**src/rtl/page_responder.sv**
```systemverilog
// Page-value query responder: queues owned-page queries in a small FIFO and
// answers each with the live local node value through a one-entry output register.
module page_responder #(
   parameter int N     = 16,
   parameter int WIDTH = 16,
   parameter int DEPTH = 4
) (
   input  logic               clk,
   input  logic               reset,
   input  logic [1:0]         ant_id,
   input  logic [N*WIDTH-1:0] node_vals,
   input  logic               q_valid,
   output logic               q_ready,
   input  logic [1:0]         q_src,
   input  logic [5:0]         q_page,
   output logic               r_valid,
   input  logic               r_ready,
   output logic [1:0]         r_dst,
   output logic [5:0]         r_page,
   output logic [WIDTH-1:0]   r_val,
   output logic               err_foreign,
   output logic [15:0]        served_cnt
);

   localparam int            AW   = $clog2(DEPTH);
   localparam logic [AW:0]   FULL = (AW+1)'(DEPTH);

   typedef struct packed {
      logic [1:0] src;
      logic [5:0] page;
   } entry_t;

   entry_t             fifo_q [DEPTH];
   entry_t             fifo_d [DEPTH];
   logic [AW-1:0]      wr_ptr_q, wr_ptr_d;
   logic [AW-1:0]      rd_ptr_q, rd_ptr_d;
   logic [AW:0]        count_q, count_d;
   logic               r_valid_q, r_valid_d;
   logic [1:0]         r_dst_q, r_dst_d;
   logic [5:0]         r_page_q, r_page_d;
   logic [WIDTH-1:0]   r_val_q, r_val_d;
   logic               err_q, err_d;
   logic [15:0]        served_q, served_d;

   logic               accept;
   logic               own_page;
   logic               push;
   logic               load;
   logic               r_fire;
   entry_t             head;
   logic [WIDTH-1:0]   head_val;

   // Ready depends only on the registered count; a pop in the same cycle does not free a slot early.
   assign q_ready  = (count_q < FULL);
   assign accept   = q_valid & q_ready;
   assign own_page = (q_page[5:4] == ant_id);
   assign push     = accept & own_page;
   assign r_fire   = r_valid_q & r_ready;
   assign load     = (count_q != '0) & (~r_valid_q | r_ready);
   assign head     = fifo_q[rd_ptr_q];

   always_comb begin
      head_val = '0;
      for (int k = 0; k < N; k++) begin
         if (head.page[3:0] == k[3:0]) begin
            head_val = node_vals[k*WIDTH +: WIDTH];
         end
      end
   end

   always_comb begin
      fifo_d   = fifo_q;
      wr_ptr_d = wr_ptr_q;
      rd_ptr_d = rd_ptr_q;
      count_d  = count_q;
      if (push) begin
         fifo_d[wr_ptr_q] = '{src: q_src, page: q_page};
         wr_ptr_d         = wr_ptr_q + AW'(1);
      end
      if (load) begin
         rd_ptr_d = rd_ptr_q + AW'(1);
      end
      case ({push, load})
         2'b10:   count_d = count_q + (AW+1)'(1);
         2'b01:   count_d = count_q - (AW+1)'(1);
         default: count_d = count_q;
      endcase
   end

   // Value is captured when the entry moves into the output register, not at query acceptance.
   always_comb begin
      r_valid_d = r_valid_q;
      r_dst_d   = r_dst_q;
      r_page_d  = r_page_q;
      r_val_d   = r_val_q;
      if (load) begin
         r_valid_d = 1'b1;
         r_dst_d   = head.src;
         r_page_d  = head.page;
         r_val_d   = head_val;
      end else if (r_fire) begin
         r_valid_d = 1'b0;
      end
      err_d    = err_q | (accept & ~own_page);
      served_d = served_q + {15'd0, r_fire};
   end

   always_ff @(posedge clk) begin
      fifo_q <= fifo_d;
   end

   always_ff @(posedge clk or negedge reset) begin
      if (!reset) begin
         wr_ptr_q  <= '0;
         rd_ptr_q  <= '0;
         count_q   <= '0;
         r_valid_q <= 1'b0;
         r_dst_q   <= '0;
         r_page_q  <= '0;
         r_val_q   <= '0;
         err_q     <= 1'b0;
         served_q  <= '0;
      end else begin
         wr_ptr_q  <= wr_ptr_d;
         rd_ptr_q  <= rd_ptr_d;
         count_q   <= count_d;
         r_valid_q <= r_valid_d;
         r_dst_q   <= r_dst_d;
         r_page_q  <= r_page_d;
         r_val_q   <= r_val_d;
         err_q     <= err_d;
         served_q  <= served_d;
      end
   end

   assign r_valid     = r_valid_q;
   assign r_dst       = r_dst_q;
   assign r_page      = r_page_q;
   assign r_val       = r_val_q;
   assign err_foreign = err_q;
   assign served_cnt  = served_q;

endmodule
```
**config.mk**
```make
export PLATFORM = sky130hd
export DESIGN_NAME = page_responder
export DESIGN_NICKNAME = d
export VERILOG_FILES = /design/src/rtl/page_responder.sv
export SDC_FILE = /design/constraint.sdc
export NUM_CORES = 1
export LEC_CHECK = 0
export CORE_ASPECT_RATIO = 0.7
export CORE_MARGIN = 3
export CORE_UTILIZATION = 43
export DETAILED_ROUTE_END_ITERATION = 8
export HOLD_SLACK_MARGIN = 0.12
export PLACE_DENSITY_LB_ADDON = 0.2
export SYNTH_ARGS = -nofsm -noshare
export SYNTH_HDL_FRONTEND = slang
export SYNTH_SLANG_ARGS = --single-unit
```
**constraint.sdc**
```tcl
create_clock -name clk -period 3.5 [get_ports clk]
set_input_delay 0.35 -clock clk [delete_from_list [all_inputs] [get_ports clk]]
set_output_delay 0.35 -clock clk [all_outputs]
set_load 0.02 [all_outputs]
```
==> key figures <==
CTS
  – # H-tree levels: 3
  – Deepest clock path buffer count: 2
  – Sink Count: 81
  – Reg clk slew, reported paths: roughly 0.07 ns
  – Post-cts repair resize count: 0
  – Clock tree from TritonCTS: done
  – Clk Tree Root Cell: clkbuf_16
  – Post-CTS Hold Fix Bufs: 1
  – Post-CTS setup buffers: 0
  – Clock latency on the worst-skew pair: 0.34 ns
  – TritonCTS Buffers: 9

Worst setup path
  – Worst Reg2Reg Path Length in Cells: 6
  – Kind of critical path: reg -> reg
  – Data arrival time of the worst path: 3.52 ns
  – List of cells traversed by the critical path: mux4_4, buf_4, nand2b_1, nor2_2, a221oi_1, o221ai_1
  – Startpoint Class: flip-flop
  – Slowest stage delay, CP: between 0.9 and 1 ns
  – Start of the worst register-to-register path: rd_ptr_q[0]
  – Required time at the endpoint of the critical path: around 3.8 ns
  – Cell with the largest stage delay on the worst path: mux4_4
  – Worst-path fanout max: 34
  – Sort of element at the end of the critical path: flip-flop
  – Launching element of the worst setup path: rd_ptr_q[0]

Power and ir drop
  – Pwr/cell area: 726 nW/µm²
  – Max IR drop VDD: 0.590 mV
  – Post-layout power: 6830 µW
  – Standby leakage power: 0.00365 µW

Detailed routing
  – Total number of vias: 6498
  – Wire length per cell after detailed routing: 23.3 µm
  – Detailed-route DRC error count: 0
  – Number of search-and-repair iterations in the first detailed-routing pass: 6
  – Total wire length: 25.6 mm
  – Iteration-0 DRC Markers: 632
  – Number of antenna-violating nets in the routed design: 0
  – Post-DR vias/cell: 5.92

Yosys
  – Count leader, synth: nand2_1
  – Count of state elements after synthesis: between 80 and 90
  – Flip-flop cell with the highest count after synthesis: dfrtp_1
  – Mapped Cells: 619
  – Top cell types by occurrence after synthesis: nand2_1 (90), dfrtp_1 (49), mux2i_1 (40)
  – Area leader, netlist: dfrtp_1
  – Proportion of synthesized chip area in sequential cells: 37.8%
  – Number of nets in the synthesized netlist: 897
  – Share of the synthesized area in the top cell type: 21.2%
  – Warnings, synthesis: 0
  – Mean Syn Cell Area: 9.35 µm²
  – Number of enable flip-flop cells after synthesis: 32
  – Leading post-synthesis cells by cell area: dfrtp_1 (21%), edfxtp_1 (17%), mux2i_1 (6.9%)
  – Async S/R FF share, synth: between 60% and 70%
  – Number of unique standard cell types used by synthesis: 59
  – Synth Cell Area: 5790 µm²

STA
  – Final hold viol count: 0
  – Period Utilization, post-route: 93.4%
  – Achievable Freq: 306 MHz
  – Shortest period the worst path allows: 3.27 ns
  – Final count of negative-setup-slack endpoints: 0
  – Max Slew Vio Count: 0
  – Normalized max-slew margin: between 30% and 40%
  – Transition time at the pin with the least slew margin: 0.994 ns
  – Final sum of negative setup slack: 0 ns
  – Unrepaired setup endpoints after global routing: false
  – Worst clock skew: 0.0107 ns

Floorplanning
  – Area of the core: between 10000 and 15000 µm²
  – # rows: 34
  – Width of the chip: 145 µm
  – Die Area: around 15000 µm²
  – Ports placed on the boundary: around 310
  – Initial core utilization: 45.2%
  – Height of the chip: 103 µm

Placed design
  – Port Buffers: 312
  – Half-perimeter wire length after placement: around 20 mm
  – RD Place Congestion: 0.939
  – Cell count after placement: around 1100

Layout
  – Count of placed standard cells in the final layout, fillers left out: between 1000 and 1500
  – Fraction of layout instances using a drive strength above 1: 8.29%
  – # nets final: around 1200
  – Final core area utilization: 73.4%
  – Layout Area Growth over Synthesis: 62.3%

Global routing
  – Total gr overflow: 0
  – Pin count of the biggest net entering global routing: 44
  – Initial antenna violation count: 0
  – GRT Overall Usage: 32.4%
  – Number of global-route vias before repair: 6463
  – Wire length of the first global-routing pass: roughly 37 mm

Status
  – Status: finished clean

Run
  – Max-cap violations: 0

Hold path
  – Hold/Removal Path Class: in -> async
## path summary, 6_finish.rpt
kind / to / slack [ns]
max in group asynchronous: r_val[11] / 2.24
worst max register to register: r_val[9] / 0.23
min in group clk: r_page[5] / 0.49
worst max-delay path: r_val[9] / 0.23
worst min-delay path: count_q[2] / 0.47
worst min register to register: r_page[5] / 0.49
## power breakdown
group          total [µW]  internal, µW  switching [µW]
logic                4290          1850            2440
registers            1470          1240             236
clock network        1060           640             422
## stage by stage
stage / setup WS [ns] / hold slack, ns / instance area (µm²)
floorplan: 1.18 / 0.0544 / 5790
global placement: 0.434 / 0.288 / 9050
detailed placement: 0.318 / 0.300 / 9050
CTS: 0.285 / 0.467 / 9400
global route: 0.0185 / 0.504 / 9400
finish: 0.231 / 0.470 / 9400
## sequential cells by signal, summed over array words and instances (netlist names)
name / flops
count_q: 3
err_foreign: 1
fifo_q: 32
r_dst: 2
r_page: 6
r_val: 16
r_valid: 1
rd_ptr_q: 2
served_cnt: 16
wr_ptr_q: 2
## placed cells by master (no fill, tap or decap), types with 19 or more instances in the layout
cell type and instances:
a21oi_1 39, nor2_1 38, nand2_1 90, mux2i_1 39, dfrtp_1 49, buf_4 19
edfxtp_1 32, mux2_2 20, clkdlybuf4s50_1 311, nand3_1 23
## kinds of logic after synthesis
logic type / share of synthesized area (%)
and+or+nand+nor: 18.1
buffers and inverters: 4.82
DFF: 37.8
muxes: 14.1
adders and majority gates: 1.86
xor gates and xnor gates: 3.33
AOI/OAI and AO/OA: 20.0
## layout make-up
type                    count  area [µm²]
repair buffers            332        3270
fillers                   898        3410
well taps                 180         225
diodes                      1        2.50
inverters                  11        41.3
multi-input cells         477        3340
flip-flops and latches     81        2190
clock inverters             7         108
clock buffers               9         225
## worst max-delay path, delay by kind of cell (launching register included)
kind / cells / cell delay [ns]
multiplexers: 1 / 0.95
AND/OR/NAND/NOR: 2 / 0.90
AO/OA/AOI/OAI: 2 / 0.37
flip-flops: 1 / 0.61
buffers and inverters: 1 / 0.33
## routing by layer
| metal | up-vias | GRT usage, % | wire length, µm |
|---|---|---|---|
| li1 | 2938 | - | - |
| met5 | - | 0 | 0 |
| met2 | 377 | 52.5 | 12100 |
| met4 | 0 | 8.53 | 488 |
| met3 | 43 | 8.85 | 2580 |
| met1 | 3140 | 43.4 | 10500 |
Note: power is estimated with default switching activity, not from simulation.
